**src/rtl/param_wormhole_router_if.sv**
```systemverilog
// Link bundle for the five-port wormhole router.
// Handshake: upstream presents a flit with reqUpStr[p]; it is taken on the clock
// edge when gntUpStr[p] (= reqUpStr[p] & ~UpStrFull[p]) is high. Downstream
// sees reqDnStr[o]; a flit moves on every edge where reqDnStr[o] & ~DnStrFull[o].
// Ports are indexed 0 east, 1 north, 2 west, 3 south, 4 local.
interface param_wormhole_router_if #(
  parameter int DATA_W = 32
) ();
  logic [4:0]          reqUpStr;
  logic [5*DATA_W-1:0] PacketIn;
  logic [4:0]          UpStrFull;
  logic [4:0]          gntUpStr;
  logic [4:0]          reqDnStr;
  logic [4:0]          DnStrFull;
  logic [5*DATA_W-1:0] PacketOut;
  logic [4:0]          protoErr;
  // FSM visibility: input p is BUSY / output o is LOCKED
  logic [4:0]          dbgInBusy;
  logic [4:0]          dbgOutLocked;

  modport slave (
    input  reqUpStr, PacketIn, DnStrFull,
    output UpStrFull, gntUpStr, reqDnStr, PacketOut, protoErr, dbgInBusy, dbgOutLocked
  );

  modport master (
    output reqUpStr, PacketIn, DnStrFull,
    input  UpStrFull, gntUpStr, reqDnStr, PacketOut, protoErr, dbgInBusy, dbgOutLocked
  );
endinterface

```
**src/rtl/param_wormhole_router.sv**
```systemverilog
// Five-port XY wormhole router: per-input FIFOs, per-input route FSM, per-output
// lock FSM with round-robin arbitration, and one output register per port.
module param_wormhole_router #(
  parameter int DATA_W     = 32,
  parameter int FIFO_DEPTH = 4,
  parameter int COORD_W    = 3,
  parameter int X          = 0,
  parameter int Y          = 0
) (
  input  logic clk,
  input  logic rst,
  param_wormhole_router_if.slave link
);
  localparam int PTR_W = $clog2(FIFO_DEPTH);
  localparam int CNT_W = PTR_W + 1;
  localparam logic [COORD_W-1:0] X_C = COORD_W'(X);
  localparam logic [COORD_W-1:0] Y_C = COORD_W'(Y);

  typedef enum logic { IN_IDLE, IN_BUSY } inState_t;
  typedef enum logic { OUT_FREE, OUT_LOCKED } outState_t;

  logic [DATA_W-1:0] fifoMem [5][FIFO_DEPTH];
  logic [PTR_W-1:0]  rdPtr [5];
  logic [PTR_W-1:0]  wrPtr [5];
  logic [CNT_W-1:0]  count [5];
  logic [CNT_W-1:0]  countNext [5];
  logic [4:0]        fullQ;
  logic [4:0]        lastPush;
  logic [4:0]        pushNow;
  logic [DATA_W-1:0] inFlit [5];

  logic [DATA_W-1:0] headFlit [5];
  logic [1:0]        headType [5];
  logic [2:0]        headRoute [5];
  logic [4:0]        headValid;
  logic [4:0]        reqMask [5];
  logic [4:0]        dropNow;
  logic [4:0]        popNow;

  logic [4:0]        canLoad;
  logic [4:0]        grantVld;
  logic [2:0]        grantSrc [5];

  inState_t          inState [5];
  logic [2:0]        inRoute [5];
  outState_t         outState [5];
  logic [2:0]        outOwner [5];
  logic [2:0]        rrPtr [5];
  logic [DATA_W-1:0] outReg [5];
  logic [4:0]        outVld;
  logic [4:0]        protoErrQ;

  // XY dimension-order routing: resolve x first, then y, else local
  function automatic logic [2:0] xyRoute(input logic [COORD_W-1:0] dx,
                                         input logic [COORD_W-1:0] dy);
    if (dx > X_C)      return 3'd0;
    else if (dx < X_C) return 3'd2;
    else if (dy > Y_C) return 3'd1;
    else if (dy < Y_C) return 3'd3;
    else               return 3'd4;
  endfunction

  for (genvar g = 0; g < 5; g++) begin : gPorts
    assign inFlit[g] = link.PacketIn[g*DATA_W +: DATA_W];
    assign link.PacketOut[g*DATA_W +: DATA_W] = outReg[g];
    assign link.dbgInBusy[g]    = (inState[g] == IN_BUSY);
    assign link.dbgOutLocked[g] = (outState[g] == OUT_LOCKED);
    assign countNext[g] = count[g] + CNT_W'(pushNow[g]) - CNT_W'(popNow[g]);
  end

  assign pushNow        = link.reqUpStr & ~fullQ;
  assign link.gntUpStr  = pushNow;
  assign link.UpStrFull = fullQ;
  assign link.reqDnStr  = outVld;
  assign link.protoErr  = protoErrQ;

  // FIFO storage; contents need no reset since occupancy is tracked by count
  always_ff @(posedge clk) begin
    for (int p = 0; p < 5; p++)
      if (pushNow[p]) fifoMem[p][wrPtr[p]] <= inFlit[p];
  end

  // FIFO pointers, occupancy and registered full flag
  always_ff @(posedge clk or negedge rst) begin
    if (!rst) begin
      for (int p = 0; p < 5; p++) begin
        rdPtr[p] <= '0;
        wrPtr[p] <= '0;
        count[p] <= '0;
      end
      fullQ    <= '0;
      lastPush <= '0;
    end else begin
      for (int p = 0; p < 5; p++) begin
        if (pushNow[p]) wrPtr[p] <= wrPtr[p] + 1'b1;
        if (popNow[p])  rdPtr[p] <= rdPtr[p] + 1'b1;
        count[p] <= countNext[p];
        fullQ[p] <= (countNext[p] == CNT_W'(FIFO_DEPTH));
      end
      lastPush <= pushNow;
    end
  end

  // Per-input request: a flit is eligible the cycle after the one it was
  // written in (only the newest entry can be that young), which gives the
  // two-edge write-to-output latency. Wrong-type flits for the state are dropped.
  always_comb begin
    for (int p = 0; p < 5; p++) begin
      headFlit[p]  = fifoMem[p][rdPtr[p]];
      headType[p]  = headFlit[p][DATA_W-1:DATA_W-2];
      headRoute[p] = xyRoute(headFlit[p][2*COORD_W-1:COORD_W], headFlit[p][COORD_W-1:0]);
      headValid[p] = (count[p] > CNT_W'(lastPush[p]));
      reqMask[p]   = '0;
      dropNow[p]   = 1'b0;
      if (headValid[p]) begin
        if (inState[p] == IN_IDLE) begin
          if (!headType[p][1]) reqMask[p][headRoute[p]] = 1'b1;
          else                 dropNow[p] = 1'b1;
        end else begin
          if (headType[p][1])  reqMask[p][inRoute[p]] = 1'b1;
          else                 dropNow[p] = 1'b1;
        end
      end
    end
  end

  // Per-output arbitration: owner only when locked, round-robin from rrPtr+1 when free
  always_comb begin
    int idx;
    idx    = 0;
    popNow = dropNow;
    for (int o = 0; o < 5; o++) begin
      canLoad[o]  = ~outVld[o] | ~link.DnStrFull[o];
      grantVld[o] = 1'b0;
      grantSrc[o] = '0;
      if (canLoad[o]) begin
        if (outState[o] == OUT_LOCKED) begin
          if (reqMask[outOwner[o]][o]) begin
            grantVld[o] = 1'b1;
            grantSrc[o] = outOwner[o];
          end
        end else begin
          for (int k = 1; k <= 5; k++) begin
            idx = int'(rrPtr[o]) + k;
            if (idx >= 5) idx = idx - 5;
            if (!grantVld[o] && reqMask[idx][o] && inState[idx] == IN_IDLE) begin
              grantVld[o] = 1'b1;
              grantSrc[o] = 3'(idx);
            end
          end
        end
      end
      if (grantVld[o]) popNow[grantSrc[o]] = 1'b1;
    end
  end

  // Input/output lock FSMs, round-robin pointers and output registers
  always_ff @(posedge clk or negedge rst) begin
    if (!rst) begin
      for (int i = 0; i < 5; i++) begin
        inState[i]  <= IN_IDLE;
        inRoute[i]  <= '0;
        outState[i] <= OUT_FREE;
        outOwner[i] <= '0;
        rrPtr[i]    <= 3'd4;
        outReg[i]   <= '0;
      end
      outVld    <= '0;
      protoErrQ <= '0;
    end else begin
      protoErrQ <= dropNow;
      for (int o = 0; o < 5; o++) begin
        if (grantVld[o]) begin
          outReg[o] <= headFlit[grantSrc[o]];
          outVld[o] <= 1'b1;
          case (headType[grantSrc[o]])
            2'b00: rrPtr[o] <= grantSrc[o];
            2'b01: begin
              rrPtr[o]             <= grantSrc[o];
              outState[o]          <= OUT_LOCKED;
              outOwner[o]          <= grantSrc[o];
              inState[grantSrc[o]] <= IN_BUSY;
              inRoute[grantSrc[o]] <= 3'(o);
            end
            2'b11: begin
              outState[o]          <= OUT_FREE;
              inState[grantSrc[o]] <= IN_IDLE;
            end
            default: ;
          endcase
        end else if (canLoad[o]) begin
          outVld[o] <= 1'b0;
        end
      end
    end
  end
endmodule

```
**src/flat_wrapper.sv**
```systemverilog
// flat-port wrapper written by rule: the top's interface ports become plain ports
module param_wormhole_router_flat 
#(
  parameter int DATA_W     = 32,
  parameter int FIFO_DEPTH = 4,
  parameter int COORD_W    = 3,
  parameter int X          = 0,
  parameter int Y          = 0
)
  (clk, rst, link_reqUpStr, link_PacketIn, link_DnStrFull, link_UpStrFull, link_gntUpStr, link_reqDnStr, link_PacketOut, link_protoErr, link_dbgInBusy, link_dbgOutLocked);
  param_wormhole_router_if #(.DATA_W(DATA_W)) link_i ();
  input  logic clk;
  input  logic rst;
  input wire logic [$bits(link_i.reqUpStr)-1:0] link_reqUpStr;
  input wire logic [$bits(link_i.PacketIn)-1:0] link_PacketIn;
  input wire logic [$bits(link_i.DnStrFull)-1:0] link_DnStrFull;
  output wire logic [$bits(link_i.UpStrFull)-1:0] link_UpStrFull;
  output wire logic [$bits(link_i.gntUpStr)-1:0] link_gntUpStr;
  output wire logic [$bits(link_i.reqDnStr)-1:0] link_reqDnStr;
  output wire logic [$bits(link_i.PacketOut)-1:0] link_PacketOut;
  output wire logic [$bits(link_i.protoErr)-1:0] link_protoErr;
  output wire logic [$bits(link_i.dbgInBusy)-1:0] link_dbgInBusy;
  output wire logic [$bits(link_i.dbgOutLocked)-1:0] link_dbgOutLocked;
  assign link_i.reqUpStr = link_reqUpStr;
  assign link_i.PacketIn = link_PacketIn;
  assign link_i.DnStrFull = link_DnStrFull;
  assign link_UpStrFull = link_i.UpStrFull;
  assign link_gntUpStr = link_i.gntUpStr;
  assign link_reqDnStr = link_i.reqDnStr;
  assign link_PacketOut = link_i.PacketOut;
  assign link_protoErr = link_i.protoErr;
  assign link_dbgInBusy = link_i.dbgInBusy;
  assign link_dbgOutLocked = link_i.dbgOutLocked;
  param_wormhole_router #(.DATA_W(DATA_W), .FIFO_DEPTH(FIFO_DEPTH), .COORD_W(COORD_W), .X(X), .Y(Y)) u_core (.clk(clk), .rst(rst), .link(link_i));
endmodule
```
**config.mk**
```make
export PLATFORM = sky130hd
export DESIGN_NAME = param_wormhole_router_flat
export DESIGN_NICKNAME = d
export VERILOG_FILES = /design/src/rtl/param_wormhole_router_if.sv /design/src/rtl/param_wormhole_router.sv /design/src/flat_wrapper.sv
export SDC_FILE = /design/constraint.sdc
export NUM_CORES = 2
export LEC_CHECK = 0
export BUFFER_PORTS_ARGS = -buffer_cell sky130_fd_sc_hd__buf_4
export CORE_ASPECT_RATIO = 0.5
export CORE_MARGIN = 1
export CORE_UTILIZATION = 50
export CTS_CLUSTER_SIZE = 24
export DETAILED_ROUTE_END_ITERATION = 6
export MAX_ROUTING_LAYER = met4
export PLACE_DENSITY = 0.69
export SLEW_MARGIN = 20
export SYNTH_ARGS = -nofsm -noshare
export SYNTH_HDL_FRONTEND = slang
export SYNTH_SLANG_ARGS = --single-unit
```
**constraint.sdc**
```tcl
create_clock -name clk -period 16 [get_ports clk]
set_input_delay 3.2 -clock clk [delete_from_list [all_inputs] [get_ports clk]]
set_output_delay 3.2 -clock clk [all_outputs]
set_load 0.03 [all_outputs]
```
# ---- Word-level counts from Yosys, hierarchy flattened
# Memory sizes are Yosys's and may differ from the RTL's.
# Index checks and enable logic that the tools add are counted.
dict set report word_totals {
  mem_bits_rw 640
  word_cells 1095
  input_bits 172
  mem_count 1
  regBits 270
}
dict set report op_classes {
  n_mux 575
  n_eq_ne 15
  n_reduce_logical 125
  magnitude_cmp 135
  n_bitwise 121
  add_sub_neg 70
}
# name depth word_bits read_ports rd_ports_with_merged_regs wr line
set mem_list {}
lappend mem_list {u_core.fifoMem 5 128 5 0 5 param_wormhole_router.sv:22} ;# logic [DATA_W-1:0] fifoMem [5][FIFO_DEPTH];
# op n
set op_table {}
lappend op_table {{$mux W32} 100}
lappend op_table {{$ge A32 B4 Y1 const B} 50}
lappend op_table {{$not A32 Y32} 25}
lappend op_table {{$sub A32 B4 Y32 const B} 25}
lappend op_table {{$mux W128} 5}
lappend op_table {{$bmux W32 S3} 5}
lappend op_table {{$bmux W5 S3} 30}
lappend op_table {{$bmux W32 S2} 5}
lappend op_table {{$demux W32 S2} 5}
lappend op_table {{$mux W3} 77}
lappend op_table {{$mux W5} 42}
lappend op_table {{$mux W1} 197}
lappend op_table {{$mux W15} 10}
lappend op_table {{$bmux W1 S3} 25}
lappend op_table {{$logic_and A1 B1 Y1} 70}
lappend op_table {{$or A5 B5 Y5} 13}
lappend op_table {{$demux W1 S3} 20}
lappend op_table {{$lt A3 B4 Y1 const B} 15}
lappend op_table {{$pmux W5 S2} 5}
lappend op_table {{$mux W4} 12}
lappend op_table {{$demux W3 S3} 5}
lappend op_table {{$ge A3 B1 Y1 const B} 15}
lappend op_table {{$lt A3 B1 Y1 const B} 15}
lappend op_table {{$mux W2} 22}
lappend op_table {{32 further kinds} 248}

# ---- Longest topological paths before layout
dict set report depth {
  ltp_word 68
  mapped_depth 26
}

# ---- Worst setup path before layout
# No wires, ideal clock.
dict set report synth_timing {
  path_kind {input-to-output}
  start {input link_reqUpStr[0]}
  end {output link_gntUpStr[0]}
  path_slack_ns 9.045
  t_arrival_ns 3.755
  cell_stages 2
  n_path_buf 1
  cell_sequence {nor2b_1 -> clkbuf_1}
}
dict set report synth_between {
  elab_chain_len 1
}
# element line
set synth_rtl {}
lappend synth_rtl {{from (decl)} flat_wrapper.sv:14} ;# input wire logic [$bits(link_i.reqUpStr)-1:0] link_reqUpStr;
lappend synth_rtl {{$and A5 B5 Y5} param_wormhole_router.sv:71} ;# assign pushNow = link.reqUpStr & ~fullQ;
lappend synth_rtl {{to (decl)} flat_wrapper.sv:18} ;# output wire logic [$bits(link_i.gntUpStr)-1:0] link_gntUpStr;
# No other way between the ends.

==> results.ini <==
[status]
status = finished clean

[detailed_routing]
via_count = 32390
wl_met3_um = 19690
drc_errors = 0
wl_met1_um = 58930
wl_met2_um = 70040
first_pass_iters = 7
wl_um = 156500
routedWlPerCell_um = 32.53
via_per_inst = 6.734
drt_iter0_drc = 5295
antenna_left = 0
routed.top_layer = met4

[timing]
timing.hold.ws_ns = 0.3788
rsz0062_at_grt = false
setup_tns_ns = 0
fin_crit_ns = 7.727
clock_skew_ns = 0.02725
min_period_over_period = 0.4829
worst_pin_slew_ns = 1.163
hold_viol_final = 0
setup_viol = 0
final_max_slew_viol_count = 0
fmaxAchievable_ghz = 0.1294
slew_headroom = 0.2177

[critical_path]
required_ns = 16.58
reg2reg_depth = 20
crit_type = register to register
startpoint = u_core.rrPtr[12]$_DFFE_PN0P_
path_max_fanout = 37
worstPathArrival_ns = 8.30
r2r_start = u_core.rrPtr[12]$_DFFE_PN0P_
end_kind = register
start_kind = register

[yosys]
ys.flop_type = edfxtp_1
synth_async_sr_flop_share = 0.2944
synth-seq-cells = 907
syn_nets = 3521
synth_cell_types = 103
avgSynthCellArea_um2 = 13.33
synthCells = 3268
seq_area_frac_synth = 0.5948
syn_area_um2 = 43550
synth_warnings = 0
synth_edf_count = 640

[min_path]
hold_depth = 0
min_from = u_core.outOwner[8]$_DFFE_PN0P_
hp-class = register to register

[clocking]
htree_levels = 3
cts_tree = built
hold_buffers = 0
cts_buffers = 83
post_cts_buffers = 0
clk_pin_slew_ns = 0.07
cts_resized = 0
clkSinkCount = 907
cts-root-buf = clkbuf_16
insertion_delay_ns = 0.69
clk_path_buf_depth = 3

[finish]
nets = 3819
final_util = 0.5855
drive_gt1_frac = 0.2359
area_growth_pct = 15.82
stdcell_count = 4809

[floorplanning]
core_um2 = 86150
rows = 76
die_w_um = 419.4
initial_core_util = 0.5055
die_h_um = 210.7
io_pins = 362
dieArea_um2 = 88360

[placement]
gp_congestion = 0.9986
dp.cells = 4651
portBuffers = 361
dp_hpwl_um = 108100

[global_routing]
grt_pass1_vias = 30890
grt_max_degree = 86
grt_pass1_wl_um = 222500
grt_use_total = 0.3635
antenna_found_initial = 8
grt_overflow = 0

[flow_run]
maxCapViolCount = 0

[pwr]
leakagePower_nw = 18.87
power.density_nw_per_um2 = 226.0
vdd_drop_max_uv = 231.0

logic make-up (layout without fill, tap and decap cells):
group	after synthesis	after routing	synth area share
flip-flops	907	907	0.5948
other	0	6	0
AND/OR/NAND/NOR	783	783	0.08995
multiplexers	304	304	0.1189
XOR/XNOR	41	41	0.008245
buffers and inverters	332	697	0.03008
AO/OA/AOI/OAI	820	820	0.1334
adder cells (fa/ha/maj)	81	81	0.02465
layout by cell type, fill, tap and decap left out, drive strengths merged, types with 28 or more instances in the layout:
master / count
a21oi: 133
mux2i: 86
mux2: 53
a211oi: 54
a22oi: 75
edfxtp: 640
a22o: 28
buf: 443
and3: 55
nor2: 188
a31oi: 76
nor2b: 30
ha: 73
inv: 105
mux4: 165
nand2: 226
clkbuf: 107
o31ai: 33
o21ai: 139
and2: 42
dfrtp: 263
a221oi: 77
a222oi: 37
nand3: 47
nor3: 43
flip-flops by register name (all words and copies together), names as in the netlist:
signal and cells:
u_core.wrPtr 10, u_core.link.protoErr 5, u_core.lastPush 5, u_core.inRoute 15
u_core.link.dbgOutLocked 5, u_core.outOwner 15, u_core.link.UpStrFull 5, u_core.rrPtr 12
u_core.link.dbgInBusy 5, u_core.link.PacketOut 160, u_core.count 15, u_core.link.reqDnStr 5
u_core.fifoMem 640, u_core.rdPtr 10
Yosys cell counts, types with 46 or more instances:
cell type	n	area share
edfxtp_1	640	0.44
dfrtp_1	263	0.15
nand2_1	226	0.019
nor2_1	187	0.016
clkbuf_1	179	0.015
mux4_2	165	0.085
o21ai_0	135	0.016
a21oi_1	133	0.015
inv_1	98	0.0084
mux2i_1	86	0.020
a221oi_1	77	0.015
a31oi_1	76	0.011
a22oi_1	74	0.013
ha_1	73	0.021
and3_1	55	0.0079
a211oi_1	53	0.0091
mux2_2	51	0.013
nand3_1	46	0.0053
layer usage:
layer  vias up  global-route usage
met5         -                   -
met4         0              0.1525
met3       426              0.1096
met2      2225              0.5267
met1     16300              0.4775
li1      13430                   -
worst max-delay path: stages, from the launching register on:
cell,delay [ns]
dfrtp_1,0.79
clkinv_1,0.46
ha_1,0.64
inv_1,0.30
a211oi_1,0.32
a31oi_1,0.10
or4b_2,0.68
a221oi_1,0.38
nor3_1,0.08
o21ai_0,0.50
a21o_1,0.21
buf_4,0.44
nand2_1,0.54
o211ai_1,0.77
ha_1,0.36
inv_1,0.06
ha_1,0.13
inv_1,0.04
fa_1,0.37
xor2_1,0.20
nor3b_1,0.23
power breakdown:
part / internal [mW] / switching, mW
combinational: 1.93 / 4.03
clock: 1.19 / 0.935
sequential: 3.06 / 0.259
layout make-up:
cell class	instances	area (µm²)
Antenna cell	6	15.01
Clock buffer	107	2291
Clock inverter	45	594.3
Fill cell	6888	35710
Inverter	102	382.9
Multi-Input combinational cell	2029	16450
Sequential cell	907	25910
Tap cell	1170	1464
Timing Repair Buffer	443	3333
path summary, 6_finish.rpt:
| kind | to | slack (ns) |
|---|---|---|
| min in group asynchronous | u_core.lastPush[4]$_DFF_PN0_ | 2.53 |
| hold / removal | u_core.outOwner[8]$_DFFE_PN0P_ | 0.38 |
| setup reg to reg | u_core.link.UpStrFull[1]$_DFF_PN0_ | 8.27 |
| setup / recovery | u_core.link.UpStrFull[1]$_DFF_PN0_ | 8.27 |
| max in group asynchronous | u_core.link.PacketOut[40]$_DFFE_PN0P_ | 11.92 |
| hold reg to reg | u_core.outOwner[8]$_DFFE_PN0P_ | 0.38 |
stage by stage:
stage	power, mW	worst slack (ns)	instance area [µm²]
after floorplan	6.919	9.045	43550
after global placement	9.004	8.749	47540
after global routing	11.78	7.806	50440
after detailed placement	9.091	8.504	47540
after CTS	11.21	8.422	50430
final	11.40	8.273	50440
Note: power is estimated with default switching activity, not from simulation.
